===== config.mk =====
export PLATFORM = sky130hd
export DESIGN_NAME = mod_n_updown_cnt
export DESIGN_NICKNAME = d
export VERILOG_FILES = /design/src/rtl/mod_n_updown_cnt.sv
export SDC_FILE = /design/constraint.sdc
export NUM_CORES = 1
export LEC_CHECK = 0
export CORE_MARGIN = 4
export CORE_UTILIZATION = 41
export CTS_CLUSTER_DIAMETER = 150
export DETAILED_ROUTE_END_ITERATION = 16
export GPL_TIMING_DRIVEN = 0
export MAX_ROUTING_LAYER = met4
export PLACE_DENSITY = 0.74
export SLEW_MARGIN = 5
export SYNTH_ARGS = -nofsm -noshare
export SYNTH_HDL_FRONTEND = slang
export SYNTH_SLANG_ARGS = --single-unit

===== constraint.sdc =====
create_clock -name clk -period 2.2 [get_ports clk]
set_input_delay 0.44 -clock clk [delete_from_list [all_inputs] [get_ports clk]]
set_output_delay 0.44 -clock clk [all_outputs]
set_load 0.005 [all_outputs]

===== src/rtl/mod_n_updown_cnt.sv =====
// mod_n_updown_cnt: parametrised modulo-N up/down counter with load and flags.
// Build option MODCNT_SAT_EN: saturate at the range ends instead of wrapping.
module mod_n_updown_cnt #(
  parameter int unsigned      WIDTH   = 7,
  parameter longint unsigned  MODULUS = 99,
  parameter longint unsigned  INIT    = MODULUS - 1
) (
  input  logic             clk,
  input  logic             rst_n,
  input  logic             en,
  input  logic             up_dn,
  input  logic             load,
  input  logic [WIDTH-1:0] load_val,
  output logic [WIDTH-1:0] count,
  output logic             tc,
  output logic             wrap,
  output logic             load_err
);

  localparam logic [WIDTH:0]   MOD_X = (WIDTH+1)'(MODULUS);
  localparam logic [WIDTH-1:0] TOP   = WIDTH'(MODULUS - 1);
  localparam logic [WIDTH-1:0] RST   = WIDTH'(INIT);

  logic [WIDTH-1:0] cy;
  logic [WIDTH-1:0] bw;
  logic [WIDTH-1:0] inc;
  logic [WIDTH-1:0] dec;

  assign cy[0] = 1'b1;
  assign bw[0] = 1'b1;

  // Ripple chains; the carry/borrow out of the top bit is dropped.
  for (genvar i = 0; i < WIDTH; i++) begin : g_rip
    assign inc[i] = count[i] ^ cy[i];
    assign dec[i] = count[i] ^ bw[i];
    if (i < WIDTH - 1) begin : g_link
      assign cy[i+1] = count[i] & cy[i];
      assign bw[i+1] = ~count[i] & bw[i];
    end
  end

  logic at_top;
  logic at_bot;
  logic load_ok;

  assign at_top  = (count == TOP);
  assign at_bot  = (count == '0);
  assign load_ok = ({1'b0, load_val} < MOD_X);

  logic [WIDTH-1:0] up_nx;
  logic [WIDTH-1:0] dn_nx;
  logic             end_wrap;

`ifdef MODCNT_SAT_EN
  assign up_nx    = at_top ? TOP : inc;
  assign dn_nx    = at_bot ? '0  : dec;
  assign end_wrap = 1'b0;
`else
  assign up_nx    = at_top ? '0  : inc;
  assign dn_nx    = at_bot ? TOP : dec;
  assign end_wrap = 1'b1;
`endif

  logic             do_up;
  logic             do_dn;
  logic [WIDTH-1:0] cnt_nx;
  logic             wrap_nx;
  logic             err_nx;

  assign do_up = ~load & en & up_dn;
  assign do_dn = ~load & en & ~up_dn;

  always_comb begin
    cnt_nx  = count;
    wrap_nx = 1'b0;
    err_nx  = 1'b0;
    unique case (1'b1)
      load: begin
        if (load_ok) cnt_nx = load_val;
        else         err_nx = 1'b1;
      end
      do_up: begin
        cnt_nx  = up_nx;
        wrap_nx = end_wrap & at_top;
      end
      do_dn: begin
        cnt_nx  = dn_nx;
        wrap_nx = end_wrap & at_bot;
      end
      default: ;
    endcase
  end

  always_ff @(posedge clk or negedge rst_n) begin
    if (!rst_n) begin
      count    <= RST;
      wrap     <= 1'b0;
      load_err <= 1'b0;
    end else begin
      count    <= cnt_nx;
      wrap     <= wrap_nx;
      load_err <= err_nx;
    end
  end

  // Cascade enable for the next stage; deliberately blind to load.
  assign tc = en & ((up_dn & at_top) | (~up_dn & at_bot));

endmodule

Word level (Yosys, flattened, before mapping)
Cells that the tools add are included.

storage, ports and cells
  input bits = 12
  register bits = 9
  output and inout bits = 10
  logic and storage cells = 53

operators by class
  multiplexer cells = 7
  eq/ne operators = 2
  bitwise logic cells = 37
  reductions and logical operators = 3
  order comparisons = 1

operator list
  operator                                           number
  two-way mux 7 bit                                  3
  case mux 7 bit (3 select lines)                    1
  bitwise AND 1 bit                                  16
  bitwise XOR 1 bit                                  12
  NOT 1 bit                                          8
  == test 7 bit, second input constant               1
  zero test 7 bit                                    1
  less-than comparator 7 bit, second input constant  1
  nonzero test 3 bit                                 1
  two-way mux 1 bit                                  2
  != test 2 x 1 -> 1 bit, second input constant      1
  case mux 1 bit (2 select lines)                    1
  AND reduction 2 bit                                1
  OR 1 bit                                           1

Logic depth before layout (Yosys ltp)
Gate-level depths: netlist of run 1.

  word-level depth = 9
  mapped depth = 10
  mapped depth without buffers = 10

Least setup slack after synthesis of run 1
No wires, ideal clock.

  path kind = reg-to-reg
  start point = reg count[1]
  end point = reg count[6]
  period minus slack after synthesis = 2,129 ps
  setup slack = 71 ps
  arrival time = 2,049 ps
  library setup time = 80 ps
  path buffers = 0
  required time = 2,120 ps
  stages on the path, launching flop included = 11
  cell sequence = dfstp_2 -> inv_1 -> ha_1 -> ha_1 -> ha_1 -> ha_1 -> ha_1 -> xor2_1 -> a21oi_1 -> o21ai_0 -> o221a_2

between the ends
  cells in the longest elaborated chain, start to end = 9
  elaborated cells between the ends (all ways) = 18
  classes of those cells = eq/ne: 1; mux: 3; bitwise: 13; reduce/logical: 1

ends and longest elaborated chain
  item                               RTL line  RTL
  start, declared                    14        output logic [WIDTH-1:0] count,
  start signal, assigned             100       count <= cnt_nx;
  NOT 1 bit                          38        assign bw[i+1] = ~count[i] & bw[i];
  bitwise AND 1 bit (5 in series)    38
  bitwise XOR 1 bit                  35        assign dec[i] = count[i] ^ bw[i];
  two-way mux 7 bit                  60        assign dn_nx = at_bot ? TOP : dec;
  case mux 7 bit (3 select lines) *  77        unique case (1'b1)

Mark *: on every way between the ends. The rest lies on a longest branch, timed or not.
A chain may end at the register's enable or synchronous reset.

Final worst setup path of run 1
Same ends and word-level chain as after synthesis.

==> metrics.yaml, run 1 <==
grt_max_degree: 11
die_h_um: 50.2
period_minus_slack_ns: 2.13
synth_top_family_by_area: "compound AO/OA/AOI/OAI gates"
required_ns: 2.41
place.detailed.hpwl_um: 1390
synth-async-reset-ratio_pct: 100
ys_ff_latch: 9
yosys_warnings: 0
wl_met2_um: 888
route.met3.wl_um: 131
p_per_area_nw_per_um2: 550
ios: 22
clock_skew_ns: 0.00376
cts.htree.levels: 1
viasPerCell: 5.57
fin_crit_sh_pct: 96.9
arrival_ns: 2.34
cts_tree: "built"
synth_top_area_cell: "dfrtp_1"
status: "finished, final reports clean"
grt_usage_pct: 17.7
ys_top_cells_by_area: "dfrtp_1, ha_1, dfstp_2"
syn_inst: 78
cts.sinks: 9
overflow: 0
worst_pin_slew_ns: 0.529
syn_area_per_cell_um2: 9.37
timing_hold_violations_final: 0
coreArea_um2: 1590
rows: 14
syn-cell-area_um2: 731
insertion_delay_ns: 0.27
synth_edf_count: 0
synthFlopType: "dfrtp_1"
synth_compound_area_share_pct: 26.2
setup_violations: 0
highest_layer: "met4"
netlist.area_leader.share_pct: 20.5
ctsHoldBuffers: 0
syn_nets: 101
start_util_pct: 45.8
grt_antenna_before_repair: 0
synth.area.mux_share_pct: 0
portBuffers: 21
grt_pass1_wl_um: 3280
cp_max_fo: 2
wirelength_um: 1920
whs_ns: 0.466
final_common_cell: "clkdlybuf4s50_1"
synth_simple_gate_area_share_pct: 15.8
final_area_um2: 1080
slew_headroom_pct: 64.8
vias: 730
layout_common_cells: "clkdlybuf4s50_1, nor2_1, inv_1, ha_1, dfrtp_1"
drv_cap: 0
fillers: 127
ir_drop_mv: 0.390
crit_path_end_kind: "flip-flop"
synth_cell_types: 31
dieArea_um2: 2520
cts_inserted_buffers: 3
first_global_vias: 736
ant_nets: 0
cts_root_buf: "clkbuf_4"
synthAdderAreaFrac_pct: 18.8
remaining_drc_errors: 0
max-clock-path-buffers: 2
p_leak_nw: 0.460
drive_gt1_share_pct: 28.0
met1_length_um: 849
wire_per_inst_um: 14.6
crit_type: "flip-flop to flip-flop"
tns_ns: 0
yosysSeqAreaShare_pct: 31.3
synthXorXnorAreaFrac_pct: 1.20
fmax_ghz: 0.469
diodes: 0
clk_pin_slew_ns: 0.06
dr.pass1.iters: 4
place_congestion: 0.862
die_w_um: 50.2
slew_viol_final: 0
areaGrowthSynthToFinish_pct: 47.9
r2r_slack_ns: 0.07
final_nets: 131
hp-class: "primary input to async pin"
drt-initial-drc-count: 13
start_kind: "flip-flop"
placed_area_um2: 971
## routing by layer
| layer | vias to the layer above | track usage (%) |
|---|---|---|
| li1 | 352 | - |
| met1 | 337 | 22.6 |
| met2 | 33 | 25.0 |
| met3 | 8 | 4.14 |
| met4 | 0 | 10.6 |
| met5 | - | - |
## registers in the layout, indices dropped and copies added (netlist names)
register	flops
count	7
load_err	1
wrap	1
## final cells by class
type,count,area [um^2],area share (%)
buffer,2,15.0,1.39
clock buffer,4,26.3,2.43
inverter,9,33.8,3.12
multi-input combinational,58,512,47.3
sequential,9,229,21.2
tap,24,30.0,2.78
timing repair buffer,25,235,21.8
## Yosys cell counts, types with 2 or more instances
| cell type | count |
|---|---|
| a22oi_1 | 2 |
| nor3b_1 | 2 |
| a21oi_1 | 6 |
| inv_1 | 9 |
| o21ai_0 | 3 |
| dfrtp_1 | 6 |
| a222oi_1 | 2 |
| a21o_1 | 2 |
| a31oi_1 | 4 |
| dfstp_2 | 3 |
| nor2_1 | 8 |
| nand2_1 | 2 |
| ha_1 | 11 |
## worst max-delay path: stages (launching register included)
cell and delay [ns]:
dfstp_2 0.54, inv_2 0.04, ha_4 0.15, ha_2 0.16
ha_2 0.18, ha_1 0.18, ha_2 0.19, xor2_2 0.15
a21oi_2 0.06, o211ai_1 0.20, o221a_2 0.21
## repair_timing
item,CTS,global route
gates cloned,0,0
buffers inserted,4,0
pin swaps,0,3
resized for setup,11,9
endpoints found under the setup margin,2,2
## metrics by stage
step           std cells  utilization [%]  total power [mW]  setup WS, ns
2_1_floorplan         78                -             0.322        0.0710
3_3_place_gp         123             60.9             0.414        -0.233
3_5_place_dp         123             60.9             0.420        -0.212
4_1_cts              131             66.5             0.590        0.0108
5_1_grt              131             67.8             0.642       -0.0127
6_report             131             67.8             0.594        0.0680
## cell families after synthesis
| family | count (synthesis) |
|---|---|
| xor+xnor | 1 |
| buf+inv | 11 |
| flops | 9 |
| compound gates | 26 |
| fa+ha+maj | 11 |
| simple gates | 20 |
## final timing paths
check | endpoint | startpoint | depth (start not counted)
worst max register to register | count[6]$_DFFE_PN1P_ | count[1]$_DFFE_PN1P_ | 10
worst min-delay path | count[0]$_DFFE_PN0P_ | rst_n | 1
max in group asynchronous | count[6]$_DFFE_PN1P_ | rst_n | 1
min in group clk | count[5]$_DFFE_PN1P_ | count[5]$_DFFE_PN1P_ | 2
worst min register to register | count[5]$_DFFE_PN1P_ | count[5]$_DFFE_PN1P_ | 2
worst max-delay path | count[6]$_DFFE_PN1P_ | count[1]$_DFFE_PN1P_ | 10
## report_power, final
group	internal, mW	switching [mW]
combinational	0.133	0.104
sequential	0.193	0.0302
clock	0.0702	0.0636
total	0.396	0.198
Note: power is estimated with default switching activity, not from simulation.
==> run 2: changes to the inputs <==
GPL_ROUTABILITY_DRIVEN = 0   (was not set)
==> results of run 2 <==
Final layout, timing and power as in run 1 (identical DEF).
==> run 3: changes to the inputs <==
CORE_MARGIN = not set   (was 4)
CORE_UTILIZATION = 45   (was 41)
PLACE_DENSITY = 0.77   (was 0.74)
clock period = 2 ns   (was 2.2 ns; I/O delays follow)
==> run 3 against run 2 <==
  * The run now ends with setup timing left
  * Final cell count shrank 5.3%
  * Sequential power rose by 13%
  * Power rose by 15%
  * Clock skew is 0.0012 ns lower
  * Sequential share of layout area fell by 0.69 points
  * First-iteration DRC count is 69% higher
  * Largest power group unchanged
==> metrics.yaml, run 3 (same netlist as run 1, synthesis figures left out) <==
dieArea_um2: 1790  # was 2520 um^2
die_h_um: 42.3  # was 50.2 um
overflow: 0  # unchanged
portBuffers: 21  # unchanged
rsz0062_at_grt: "true"
vias: 728  # was 730
setup_violations: 2  # was 0
regArea_um2: 229  # unchanged
diodes: 0  # unchanged
wl_met2_um: 1040  # was 888 um
ir_drop_mv: 0.407  # was 0.390 mV
crit_buf_inv: 1  # unchanged
cts_inserted_buffers: 3  # unchanged
switching_share_pct: 34.7  # was 33.3%
grt_antenna_before_repair: 0  # unchanged
multi_input_area_um2: 551  # was 512 um^2
rows: 14  # unchanged
total_power_mw: 0.684  # was 0.594 mW
worst_slack_ns: -0.0683  # was 0.0680 ns
cts_root_buf: "clkbuf_4"  # unchanged
slew_viol_final: 0  # unchanged
required_ns: 2.21  # was 2.41 ns
max-clock-path-buffers: 2  # unchanged
drt-initial-drc-count: 22  # was 13
pwr-share-comb_pct: 41.0  # was 40.0%
violations: "setup timing"
slowest_delay_ns: 0.57  # was 0.54 ns
die_w_um: 42.3  # was 50.2 um
crit_slowest_cell: "dfstp_2"  # unchanged
switching_power_mw: 0.238  # was 0.198 mW
clock_skew_ns: 0.00254  # was 0.00376 ns
ant_nets: 0  # unchanged
cts.htree.levels: 1  # unchanged
ios: 22  # unchanged
wirelength_um: 2050  # was 1920 um
wire_per_inst_um: 16.5  # was 14.6 um
whs_ns: 0.436  # was 0.466 ns
timing_hold_violations_final: 0  # unchanged
fillers: 111  # was 127
cts.sinks: 9  # unchanged
period_minus_slack_ns: 2.07  # was 2.13 ns
clk_pin_slew_ns: 0.07  # was 0.06 ns
pwr-share-clk_pct: 22.0  # was 22.5%
remaining_drc_errors: 0  # unchanged
place.detailed.hpwl_um: 1420  # was 1390 um
drv_cap: 0  # unchanged
route.met3.wl_um: 53  # was 131 um
p_leak_nw: 0.473  # was 0.460 nW
largest_reg_flops: 7  # unchanged
crit_chain: "inv_2, ha_4, ha_4, ha_4, ha_4, ha_4, xor2_2, a21oi_2, o21ai_1, o221a_2"  # was inv_2, ha_4, ha_2, ha_2, ha_1, ha_2, xor2_2, a21oi_2, o211ai_1, o221a_2
path_delay_family: "adder cells"  # unchanged
reg_top3: "count: 7 flops, load_err: 1 flops, wrap: 1 flops"  # unchanged
first_global_vias: 720  # was 736
dpl_worst_slack_ns: -0.396  # was -0.212 ns
cp_common_cell: "ha_4"  # was ha_2
regMostFlops: "count"  # unchanged
met1_length_um: 920  # was 849 um
drive_gt1_share_pct: 27.8  # was 28.0%
cts_tree: "built"  # unchanged
insertion_delay_ns: 0.27  # about the same
grt_usage_pct: 25.5  # was 17.7%
fin_util_pct: 74.2  # was 67.8%
crit_path_end_kind: "flip-flop"  # unchanged
grt_pass1_wl_um: 3220  # was 3280 um
highest_layer: "met4"  # unchanged
fmax_ghz: 0.483  # was 0.469 GHz
slew_headroom_pct: 59.1  # was 64.8%
internal_power_mw: 0.447  # was 0.396 mW
cp_max_fo: 4  # was 2
viasPerCell: 5.87  # was 5.57
final_common_cell: "clkdlybuf4s50_1"  # unchanged
grt_max_degree: 11  # unchanged
fin_crit_sh_pct: 103  # was 96.9%
dr.pass1.iters: 4  # unchanged
start_util_pct: 48.5  # was 45.8%
areaGrowthSynthToFinish_pct: 52.9  # was 47.9%
coreArea_um2: 1510  # was 1590 um^2
start_kind: "flip-flop"  # unchanged
hp-class: "primary input to async pin"  # unchanged
power_frac_seq_pct: 37.0  # was 37.5%
p_per_area_nw_per_um2: 612  # was 550 nW/um^2
worst_pin_slew_ns: 0.613  # was 0.529 ns
status: "finished with violations"  # was finished, final reports clean
layout_common_cells: "clkdlybuf4s50_1, nor2_1, inv_1"  # was clkdlybuf4s50_1, nor2_1, inv_1, ha_1, dfrtp_1
final_nets: 132  # was 131
arrival_ns: 2.27  # was 2.34 ns
tns_ns: -0.0879  # was 0 ns
crit_type: "flip-flop to flip-flop"  # unchanged
[run 3: cell count changes in the layout (fill, tap and decap cells not counted)]
cell / change
buf_2: +1
and3_4: -1
nor3_2: -1
ha_1: -1
ha_2: -3
clkbuf_2: -1
nand3_1: +1
ha_4: +4
nor3_4: +1
nand3_2: -1
and3_1: +1
buf_4: +1
[run 3: worst reg2reg max path, stage by stage, from the launching register on]
cell and delay, ns:
dfstp_2 0.57, inv_2 0.05, ha_4 0.16, ha_4 0.16, ha_4 0.15, ha_4 0.16
ha_4 0.15, xor2_2 0.14, a21oi_2 0.14, o21ai_1 0.08, o221a_2 0.23
[run 3: power by group through the flow]
stage,clock [mW],sequential (mW),combinational (mW)
final,0.150,0.253,0.281
after floorplan,0,0.245,0.139
after CTS,0.152,0.251,0.273
after global routing,0.163,0.256,0.308
after global placement,0,0.248,0.240
after detailed placement,0,0.250,0.248
[run 3: per-layer routing]
layer	vias to the layer above	global-route usage, %
li1	355	-
met1	352	31.4
met2	16	41.2
met3	5	3.88
met4	0	11.3
met5	-	-
[run 3: repair_timing]
item / CTS / global route
pin swaps: 2 / 0
setup buffers: 4 / 1
setup endpoints to repair: 2 / 2
hold buffers: 0 / 0
resized for setup: 11 / 2
[run 3: cell type report]
class	count	share of cell area, %
multi-input cells	58	49.3
repair buffers	26	21.7
flip-flops and latches	9	20.5
inverters	9	3.02
clock buffers	4	2.35
well taps	16	1.79
plain buffers	2	1.34
[run 3: path summary, 6_finish.rpt]
kind	cells past startpoint	endpoint	slack (ns)	startpoint
max in group asynchronous	1	count[1]$_DFFE_PN1P_	1.23	rst_n
worst min-delay path	1	load_err$_DFF_PN0_	0.44	rst_n
worst min register to register	2	count[5]$_DFFE_PN1P_	0.58	count[5]$_DFFE_PN1P_
worst max register to register	10	count[6]$_DFFE_PN1P_	-0.07	count[1]$_DFFE_PN1P_
min in group clk	2	count[5]$_DFFE_PN1P_	0.58	count[5]$_DFFE_PN1P_
worst max-delay path	10	count[6]$_DFFE_PN1P_	-0.07	count[1]$_DFFE_PN1P_
[run 3: metrics by stage]
| stage | std cells | cell area [um^2] |
|---|---|---|
| final | 124 | 1120 |
| after floorplan | 78 | 793 |
| after CTS | 123 | 1100 |
| after global placement | 115 | 1020 |
| after global routing | 124 | 1120 |
| after detailed placement | 115 | 1020 |
